**src/rtl/meas_sched_pkg.sv**
```systemverilog
// Shared types and constants for the measurement scheduler.
// Watchdog constants are used only when MEAS_SCHED_WDT_EN is defined.
package meas_sched_pkg;

    localparam int RANGE_W = 3;
    localparam int WDT_W   = 21;

    localparam logic [15:0]      UNDER_THR = 16'h0CCC;
    localparam logic [WDT_W-1:0] WDT_LIMIT = WDT_W'(1 << 20);

    typedef enum logic [1:0] {
        ST_IDLE,
        ST_START,
        ST_WAIT,
        ST_DONE
    } state_e;

endpackage

```
**src/rtl/meas_scheduler_if.sv**
```systemverilog
// Engine handshake bundle between the scheduler and the measurement engine.
// The scheduler side is master; the engine side is slave.
interface meas_scheduler_if #(
    parameter int CNT_W = 16
);
    import meas_sched_pkg::*;

    logic               meas_start;
    logic [RANGE_W-1:0] meas_range;
    logic               meas_done;
    logic [CNT_W-1:0]   meas_count;
    logic               meas_ovr;

    modport master (
        output meas_start,
        output meas_range,
        input  meas_done,
        input  meas_count,
        input  meas_ovr
    );

    modport slave (
        input  meas_start,
        input  meas_range,
        output meas_done,
        output meas_count,
        output meas_ovr
    );

endinterface

```
**src/rtl/meas_trig_timer.sv**
```systemverilog
// Free-running auto-trigger timer: counts 0..period-1, ticks on wrap.
// Held at zero while disabled or when the period is zero.
module meas_trig_timer #(
    parameter int PER_W = 24
) (
    input  logic             clk_i,
    input  logic             rst_n_i,
    input  logic             en_i,
    input  logic [PER_W-1:0] period_i,
    output logic             tick_o
);

    logic [PER_W-1:0] cnt_q, cnt_d;

    always_comb begin
        cnt_d  = '0;
        tick_o = 1'b0;
        if (en_i && period_i != '0) begin
            // a count left above a freshly shortened period wraps at once
            if (cnt_q >= period_i - PER_W'(1)) begin
                tick_o = 1'b1;
            end else begin
                cnt_d = cnt_q + PER_W'(1);
            end
        end
    end

    always_ff @(posedge clk_i) begin
        if (!rst_n_i) begin
            cnt_q <= '0;
        end else begin
            cnt_q <= cnt_d;
        end
    end

endmodule

```
**src/rtl/meas_scheduler.sv**
```systemverilog
// Measurement scheduler: arbitrates host/timer requests, averages samples, autoranges.
// Define MEAS_SCHED_WDT_EN to add the WAIT-state watchdog driving tmo_o.
module meas_scheduler
    import meas_sched_pkg::*;
#(
    parameter int CNT_W = 16,
    parameter int PER_W = 24
) (
    input  logic               clk_i,
    input  logic               rst_n_i,
    input  logic               cfg_en_i,
    input  logic [1:0]         cfg_avg_log2_i,
    input  logic [PER_W-1:0]   cfg_period_i,
    input  logic               cfg_autorange_i,
    input  logic [RANGE_W-1:0] cfg_range_i,
    input  logic               host_req_i,
    meas_scheduler_if.master   eng,
    output logic [CNT_W-1:0]   result_o,
    output logic [RANGE_W-1:0] result_range_o,
    output logic               result_valid_o,
    output logic               busy_o,
    output logic               ovf_o,
    output logic               tmo_o,
    output logic               drop_o
);

    localparam int ACC_W = CNT_W + 3;

    state_e             state_q, state_d;
    logic               host_q, host_d;
    logic               tmr_q, tmr_d;
    logic               drop_q, drop_d;
    logic [ACC_W-1:0]   acc_q, acc_d;
    logic [3:0]         cnt_q, cnt_d;
    logic [1:0]         avg_q, avg_d;
    logic [RANGE_W-1:0] range_q, range_d;
    logic [RANGE_W-1:0] ret_q, ret_d;
    logic               up_q, up_d;
    logic               dn_q, dn_d;
    logic               ovf_q, ovf_d;

    logic               tick;
    logic               launch;
    logic               start;
    logic               valid;
    logic               under;
    logic               wdt_fire;
    logic [CNT_W-1:0]   res;

    meas_trig_timer #(.PER_W(PER_W)) u_timer (
        .clk_i   (clk_i),
        .rst_n_i (rst_n_i),
        .en_i    (cfg_en_i),
        .period_i(cfg_period_i),
        .tick_o  (tick)
    );

    assign under = 32'(eng.meas_count) < 32'(UNDER_THR);

    always_comb begin
        state_d = state_q;
        host_d  = host_q;
        tmr_d   = tmr_q;
        acc_d   = acc_q;
        cnt_d   = cnt_q;
        avg_d   = avg_q;
        range_d = range_q;
        ret_d   = ret_q;
        up_d    = up_q;
        dn_d    = dn_q;
        ovf_d   = ovf_q;
        launch  = 1'b0;
        start   = 1'b0;
        valid   = 1'b0;
        drop_d  = drop_q | (host_req_i & host_q) | (tick & tmr_q);

        unique case (state_q)
            ST_IDLE: begin
                if (cfg_en_i && (host_q || tmr_q)) begin
                    state_d = ST_START;
                    launch  = 1'b1;
                    if (host_q) host_d = 1'b0;
                    else        tmr_d  = 1'b0;
                    acc_d   = '0;
                    cnt_d   = '0;
                    avg_d   = cfg_avg_log2_i;
                    range_d = cfg_autorange_i ? ret_q : cfg_range_i;
                    up_d    = 1'b0;
                    dn_d    = 1'b0;
                    ovf_d   = 1'b0;
                end
            end
            ST_START: begin
                start   = 1'b1;
                state_d = ST_WAIT;
            end
            ST_WAIT: begin
                if (eng.meas_done) begin
                    if (eng.meas_ovr) begin
                        if (cfg_autorange_i && range_q != '1) begin
                            range_d = range_q + RANGE_W'(1);
                            acc_d   = '0;
                            cnt_d   = '0;
                            up_d    = 1'b1;
                            state_d = ST_START;
                        end else begin
                            ovf_d   = 1'b1;
                            state_d = ST_DONE;
                        end
                    end else if (cfg_autorange_i && under && range_q != '0
                                 && !up_q && !dn_q && cnt_q == '0) begin
                        range_d = range_q - RANGE_W'(1);
                        dn_d    = 1'b1;
                        state_d = ST_START;
                    end else begin
                        acc_d   = acc_q + ACC_W'(eng.meas_count);
                        cnt_d   = cnt_q + 4'd1;
                        state_d = (cnt_d == (4'd1 << avg_q)) ? ST_DONE : ST_START;
                    end
                end else if (wdt_fire) begin
                    state_d = ST_DONE;
                end
            end
            ST_DONE: begin
                valid   = 1'b1;
                ret_d   = range_q;
                state_d = ST_IDLE;
            end
            default: state_d = ST_IDLE;
        endcase

        host_d = host_d | host_req_i;
        tmr_d  = tmr_d | tick;

        // disabling aborts any conversion and forgets queued requests
        if (!cfg_en_i) begin
            host_d  = 1'b0;
            tmr_d   = 1'b0;
            state_d = ST_IDLE;
            start   = 1'b0;
            valid   = 1'b0;
            ret_d   = ret_q;
        end
    end

    always_ff @(posedge clk_i) begin
        if (!rst_n_i) begin
            state_q <= ST_IDLE;
            host_q  <= 1'b0;
            tmr_q   <= 1'b0;
            drop_q  <= 1'b0;
            acc_q   <= '0;
            cnt_q   <= '0;
            avg_q   <= '0;
            range_q <= '0;
            ret_q   <= '0;
            up_q    <= 1'b0;
            dn_q    <= 1'b0;
            ovf_q   <= 1'b0;
        end else begin
            state_q <= state_d;
            host_q  <= host_d;
            tmr_q   <= tmr_d;
            drop_q  <= drop_d;
            acc_q   <= acc_d;
            cnt_q   <= cnt_d;
            avg_q   <= avg_d;
            range_q <= range_d;
            ret_q   <= ret_d;
            up_q    <= up_d;
            dn_q    <= dn_d;
            ovf_q   <= ovf_d;
        end
    end

`ifdef MEAS_SCHED_WDT_EN
    logic [WDT_W-1:0] wdt_q;
    logic             tmo_q;

    assign wdt_fire = state_q == ST_WAIT && !eng.meas_done
                      && wdt_q == WDT_LIMIT - WDT_W'(1);

    always_ff @(posedge clk_i) begin
        if (!rst_n_i) begin
            wdt_q <= '0;
            tmo_q <= 1'b0;
        end else begin
            wdt_q <= (state_q == ST_WAIT && !eng.meas_done) ? wdt_q + WDT_W'(1) : '0;
            if (launch)
                tmo_q <= 1'b0;
            else if (wdt_fire && cfg_en_i)
                tmo_q <= 1'b1;
        end
    end

    assign tmo_o = tmo_q;
`else
    assign wdt_fire = 1'b0;
    assign tmo_o    = 1'b0;
`endif

    assign res = (ovf_q || tmo_o) ? '0 : CNT_W'(acc_q >> avg_q);

    assign eng.meas_start = start;
    assign eng.meas_range = range_q;
    assign result_o       = valid ? res : '0;
    assign result_range_o = valid ? range_q : '0;
    assign result_valid_o = valid;
    assign busy_o         = state_q != ST_IDLE;
    assign ovf_o          = ovf_q;
    assign drop_o         = drop_q;

endmodule

```
**src/flat_wrapper.sv**
```systemverilog
// flat-port wrapper written by rule: the top's interface ports become plain ports
module meas_scheduler_flat import meas_sched_pkg::*;
#(
    parameter int CNT_W = 16,
    parameter int PER_W = 24
)
  (clk_i, rst_n_i, cfg_en_i, cfg_avg_log2_i, cfg_period_i, cfg_autorange_i, cfg_range_i, host_req_i, result_o, result_range_o, result_valid_o, busy_o, ovf_o, tmo_o, drop_o, eng_meas_start, eng_meas_range, eng_meas_done, eng_meas_count, eng_meas_ovr);
  meas_scheduler_if #(.CNT_W(CNT_W)) eng_i ();
  input  logic clk_i;
  input  logic rst_n_i;
  input  logic cfg_en_i;
  input  logic [1:0] cfg_avg_log2_i;
  input  logic [PER_W-1:0] cfg_period_i;
  input  logic cfg_autorange_i;
  input  logic [RANGE_W-1:0] cfg_range_i;
  input  logic host_req_i;
  output logic [CNT_W-1:0] result_o;
  output logic [RANGE_W-1:0] result_range_o;
  output logic result_valid_o;
  output logic busy_o;
  output logic ovf_o;
  output logic tmo_o;
  output logic drop_o;
  output wire logic [$bits(eng_i.meas_start)-1:0] eng_meas_start;
  output wire logic [$bits(eng_i.meas_range)-1:0] eng_meas_range;
  input wire logic [$bits(eng_i.meas_done)-1:0] eng_meas_done;
  input wire logic [$bits(eng_i.meas_count)-1:0] eng_meas_count;
  input wire logic [$bits(eng_i.meas_ovr)-1:0] eng_meas_ovr;
  assign eng_meas_start = eng_i.meas_start;
  assign eng_meas_range = eng_i.meas_range;
  assign eng_i.meas_done = eng_meas_done;
  assign eng_i.meas_count = eng_meas_count;
  assign eng_i.meas_ovr = eng_meas_ovr;
  meas_scheduler #(.CNT_W(CNT_W), .PER_W(PER_W)) u_core (.clk_i(clk_i), .rst_n_i(rst_n_i), .cfg_en_i(cfg_en_i), .cfg_avg_log2_i(cfg_avg_log2_i), .cfg_period_i(cfg_period_i), .cfg_autorange_i(cfg_autorange_i), .cfg_range_i(cfg_range_i), .host_req_i(host_req_i), .eng(eng_i), .result_o(result_o), .result_range_o(result_range_o), .result_valid_o(result_valid_o), .busy_o(busy_o), .ovf_o(ovf_o), .tmo_o(tmo_o), .drop_o(drop_o));
endmodule
```
**config.mk**
```make
export PLATFORM = sky130hd
export DESIGN_NAME = meas_scheduler_flat
export DESIGN_NICKNAME = d
export VERILOG_FILES = /design/src/rtl/meas_sched_pkg.sv /design/src/rtl/meas_scheduler_if.sv /design/src/rtl/meas_trig_timer.sv /design/src/rtl/meas_scheduler.sv /design/src/flat_wrapper.sv
export SDC_FILE = /design/constraint.sdc
export NUM_CORES = 1
export LEC_CHECK = 0
export CAP_MARGIN = 15
export CORE_UTILIZATION = 50
export DETAILED_ROUTE_END_ITERATION = 12
export PLACE_DENSITY_LB_ADDON = 0.08
export SYNTH_ARGS = -nofsm -noshare
export SYNTH_HDL_FRONTEND = slang
export SYNTH_SLANG_ARGS = --single-unit
```
**constraint.sdc**
```tcl
create_clock -name clk_i -period 4.1 [get_ports clk_i]
set_input_delay 0.82 -clock clk_i [delete_from_list [all_inputs] [get_ports clk_i]]
set_output_delay 0.82 -clock clk_i [all_outputs]
set_load 0.05 [all_outputs]
```
[After elaboration in Yosys (flattened, before gate mapping)]
Cells that the tools add are included.
Word-level totals
  bits in registers: 63
  bits in read-only memories: 0
  word-level logic and storage cells: 126
  output and inout bits: 28
  input port bits: 52
  bits in latches: 0
  memories: 0
  bits in writable memories: 0
Operators by class
  divide/modulo/power cells: 0
  bitwise operators: 8
  mux-type cells: 53
  order comparisons: 2
  $mul: 0
  reductions and logical operators: 27
  shift operators: 2
  eq/ne operators: 15
  add/sub/neg operators: 6
Operators by type and width (number)
  $mux W19: 5
  $pmux W19 S2: 1
  $mux W16: 2
  $reduce_and A5 Y1: 5
  $add A24 B1 Y24 const B: 1
  $ge A24 B24 Y1: 1
  $reduce_bool A24 Y1: 1
  $sub A24 B1 Y24 const B: 1
  $mux W1: 21
  $mux W3: 7
  $mux W4: 5
  $add A19 B16 Y19: 1
  $shr A19 B2 Y16: 1
  $lt A16 B12 Y1 const B: 1
  $mux W2: 6
  $logic_and A1 B1 Y1: 8
  $ne A2 B2 Y1 const B: 4
  $pmux W2 S4: 1
  $pmux W4 S2: 1
  $reduce_and A2 Y1: 4
  $ne A2 B1 Y1 const B: 3
  $ne A3 B2 Y1 const B: 2
  $ne A3 B3 Y1 const B: 2
  $pmux W1 S2: 3
  18 further kinds: 26

[Depth between registers and ports, before layout]
Gate-level depths: netlist of the first run.
  depth after elaboration: 10
  depth in mapped cells: 15
  gate-level depth less buffers: 14

[Modules after synthesis]
A second synthesis of the first run with hierarchy kept.
Second synthesis, totals
  cells, all modules: 608
  area total of the unflattened synthesis: 5149.9 um^2
By module, submodules not included
  meas_scheduler: area an instance 3074.2 um^2, cells each 365, instances 1, sequential area each 780.7 um^2
  meas_trig_timer: area an instance 2075.7 um^2, cells each 243, instances 1, sequential area each 480.5 um^2

[Least setup slack after synthesis of the first run]
OpenSTA, ideal clock, no wires.
  kind: input-to-reg
  start point: in cfg_period_i[5]
  end point: reg u_core.u_timer.cnt_q[10]
  stages on the path: 13
  path slack: 0.310 ns
  data required time: 4.022 ns
  data arrival time: 3.711 ns
  path buffers: 1
  path through: nor4_1 -> nand2_1 -> or3_1 -> nor4_1 -> xnor2_1 -> ha_1 -> and3_1 -> a221oi_1 -> o21ai_0 -> a21o_1 -> a31o_2 -> clkbuf_1 -> nor3_1
On the way
  cells in the longest elaborated chain, start to end: 4
RTL lines
  from (decl): RTL line flat_wrapper.sv:13  | input logic [PER_W-1:0] cfg_period_i;
  branches (longest 3 deep; another with $sub A24 B1 Y24)
  $reduce_or A3 Y1 (no line) (*)
  to (signal assigned): RTL line meas_trig_timer.sv:32  | cnt_q <= cnt_d;
  to (decl): RTL line meas_trig_timer.sv:13  | logic [PER_W-1:0] cnt_q, cnt_d;
Mark *: on every way between the ends.
A chain may end at the register's enable or synchronous reset.

[Worst setup path after layout of the first run]
  start point: in cfg_period_i[9]
  end point: reg u_core.u_timer.cnt_q[16]
Same word-level chain as after synthesis.

==> results.ini, run 1 <==
[run_status]
status = finished clean

[synthesis]
post-synth-top-area-fraction = 0.2541
synth_edf_count = 0
synth.cells.most_frequent = dfxtp_1 (63), nor2_1 (48), nand2_1 (46)
yosys_top_cell_by_area = dfxtp_1
synth.distinct_cells = 59
cell_count_after_synthesis = 587
synth_area_per_cell_um2 = 8.456
post_synth_main_area_contributors = dfxtp_1 (25%), ha_1 (11%), mux4_2 (7.3%)
synthesis.nets = 686
post-synth-top-count-cell = dfxtp_1
synth_seq_area_share = 0.2541
synth.yosys.warnings = 0
synth_seq_cells = 63
synth-async-reset-ratio = 0
post_synth_instance_area_mm2 = 0.004964
ys_dominant_reg_cell = dfxtp_1

[grt]
grt_pass1_vias = 4581
grt_use_total = 0.2558
grt_first_pass_wirelength_um = 20860
grt_start_max_net_pins = 25
grt-ovfl-total = 0
number_of_antenna_violations_at_the_first_check_in_global_routing = 0

[sta]
setup_viol = 0
max_slew_margin = 0.2301
timing_max_transition_violations_final = 0
timing.final.hold_violations = 0
skew_ns = 0.009974
fin_worst_hold_slack_ns = 0.4662
worst_pin_slew_ns = 1.144
total_neg_setup_slack_ns = 0
rsz0062_at_grt = no
period_needed_ns = 3.959
layout_worst_path_cycle_share = 0.9655
maxClockFrequency_ghz = 0.2526

[clock_tree]
cts_tree = done
cts_htree_levels = 3
cts_inserted_buffers = 9
clk-insertion-delay-late_ns = 0.34
clock_tree.buffer_depth = 2
cts_post_setup_buffers_inserted = 0
postCtsHoldBufs = 0
root_buffer = clkbuf_8
cts.clk_slew.worst_paths_ns = 0.07
cts_num_sinks = 63
post_cts_resize_count = 0

[route]
dr_total_vias = 4741
drc = 0
detailedRoute.firstPassIterationCount = 5
route.detailed.wl_per_inst_um = 15.75
totalWireLength_um = 12980
antenna_violating_nets_post_route = 0
vias_per_cell = 5.754
detailedRoute.firstIterationViolations = 131

[cells_and_area]
drive_gt1_frac = 0.1381
regArea_mm2 = 0.001261
antennaDiodeCount = 0
instances_no_fill = 824
stdcell_area_mm2 = 0.006451
design.final.nets = 789
final_util = 0.6852
area_used_by_multi_input_combinational_logic_mm2 = 0.003617
layout-area-overhead-vs-synth_pct = 29.97
fillerInstances = 780

[worst_setup_path]
worst_setup_path_end_kind = register
worst-r2r-setup-slack_ns = 1.56
cp_data_required_time_ns = 4.35
critical_path.cell_chain = clkdlybuf4s50_1, or4_4, and4bb_4, nand2_2, or4_4, nor3_2, xnor2_1, ha_1, nand3_1, o21ai_0, a21o_1, a31o_4, nor3_1
timing.critical_path.slowest_stage_cell = or4_4
r2r_start = u_core.acc_q[0]
classification_of_the_worst_setup_path = primary input to register
worst_setup_path_endpoint = u_core.u_timer.cnt_q[16]
critical_path_startpoint = cfg_period_i[9]
crit_path_max_fanout = 12
cp_peak_stage_delay_ns = 0.56
reg2reg_depth = 8
arrival_ns = 4.21
critPathMostFrequentCell = or4_4
worst_r2r_endpoint = u_core.acc_q[14]
setup.worst_path.start_class = primary input

[die]
boundaryPins = 80
initial_utilization = 0.5272
die-width_um = 101.6
fp.dieH_um = 101.6
rows = 35
dieArea_mm2 = 0.01033
placeable_area_mm2 = 0.009415

[power_and_ir_drop]
static-leakage-power_nw = 2.460
vdd.ir_drop.worst_v = 0.0001563
power.density_cell_area_mw_per_mm2 = 197.9

[placement]
port_buffers = 78
dp.cells = 806
post_place_cell_area_mm2 = 0.006227
globalplace.congestion = 0.9316
placed_wire_length_estimate_after_detailed_placement_um = 10070

[run]
maxCapViolCount = 0

[min_path]
hold_class = register to register

-- cells by family (layout without fill, tap and decap cells) --
kind of cell,count (synthesis),after routing,share of synthesized area
buf+inv,36,143,0.02949
mux,27,27,0.09504
other cells,1,1,0.0007555
fa+ha+maj,47,47,0.1215
flops,63,63,0.2541
simple gates,233,233,0.2359
compound gates,124,125,0.1644
xor+xnor,56,56,0.09882
-- area by class of cell --
class | count | area share
Clock inverter | 4 | 0.003491
Tap cell | 129 | 0.02502
Sequential cell | 63 | 0.1955
Inverter | 14 | 0.008146
Timing Repair Buffer | 113 | 0.1862
Multi-Input combinational cell | 489 | 0.5607
Clock buffer | 12 | 0.02095
-- per-layer routing --
metal	up-vias	routed length, µm	global-route usage
met3	33	592	0.03727
li1	2370	-	-
met5	-	0	0
met1	2195	5483	0.3034
met2	143	6514	0.4584
met4	0	387	0.1093
-- cell usage in the layout, fill, tap and decap left out, drive strengths merged, types with 5 or more instances in the layout --
cell           instances
a22oi                  8
and3                   6
buf                   50
nor3                  44
nand4                  9
clkbuf                13
mux2i                 10
inv                   14
o211ai                 6
nand3                 28
dfxtp                 63
nor2                  48
ha                    45
nor4                   7
o21ai                 23
clkdlybuf4s50         62
mux4                  16
nor2b                 18
xnor2                 29
a21oi                 34
a211oi                 6
o21a                   7
a21o                  13
nand2                 47
xor2                  27
nand2b                 5
and2                   6
-- power by group --
part	internal (mW)	switching [mW]	total, mW	leakage (nW)
registers	0.615	0.00555	0.621	0.508
clock network	0.217	0.240	0.457	0.0801
logic	0.102	0.0975	0.200	1.87
-- worst max-delay path: cells and delay by family --
family / cells / cell delay (ns)
AOI/OAI and AO/OA: 3 / 0.62
xor gates and xnor gates: 1 / 0.14
adders and majority gates: 1 / 0.26
buffers and inverters: 1 / 0.43
and+or+nand+nor: 7 / 1.92
-- worst min-delay path by stage --
stage / from / end / slack, ns / cells past startpoint
floorplan: u_core.ret_q[2] / u_core.ret_q[2] / 0.43 / 2
global placement: u_core.ret_q[2] / u_core.ret_q[2] / 0.44 / 2
detailed placement: u_core.ret_q[2] / u_core.ret_q[2] / 0.46 / 2
CTS: u_core.ret_q[2] / u_core.ret_q[2] / 0.47 / 2
global route: u_core.ret_q[2] / u_core.ret_q[2] / 0.51 / 2
finish: u_core.ret_q[2] / u_core.ret_q[2] / 0.47 / 2
-- per-stage QoR --
stage	power, mW	setup slack (ns)
finish	1.277	0.1413
global route	1.335	0.008761
CTS	1.283	0.008402
detailed placement	0.8315	-0.3363
global placement	0.8270	-0.1589
floorplan	0.7265	0.3105
-- flip-flops by register name (all words and copies together), names as in the netlist, 2 cells and up --
name and cells:
u_core.eng.meas_range 3, u_core.u_timer.cnt_q 24, u_core.avg_q 2, u_core.acc_q 19, u_core.cnt_q 4, u_core.ret_q 3
u_core.state_q 2
No activity file was read; power rests on OpenSTA's default activity.
==> run 2, diff against run 1 <==
--- a/config.mk
+++ b/config.mk
@@ -5,8 +5,10 @@
 export SDC_FILE = /design/constraint.sdc
 export NUM_CORES = 1
 export LEC_CHECK = 0
+export ABC_CLOCK_PERIOD_IN_PS = 4100
 export CAP_MARGIN = 15
 export CORE_UTILIZATION = 50
+export CTS_CLUSTER_DIAMETER = 200
 export DETAILED_ROUTE_END_ITERATION = 12
 export PLACE_DENSITY_LB_ADDON = 0.08
 export SYNTH_ARGS = -nofsm -noshare
==> results of run 2 <==
Same layout as run 1: the final DEF is identical, and so are final timing and power.
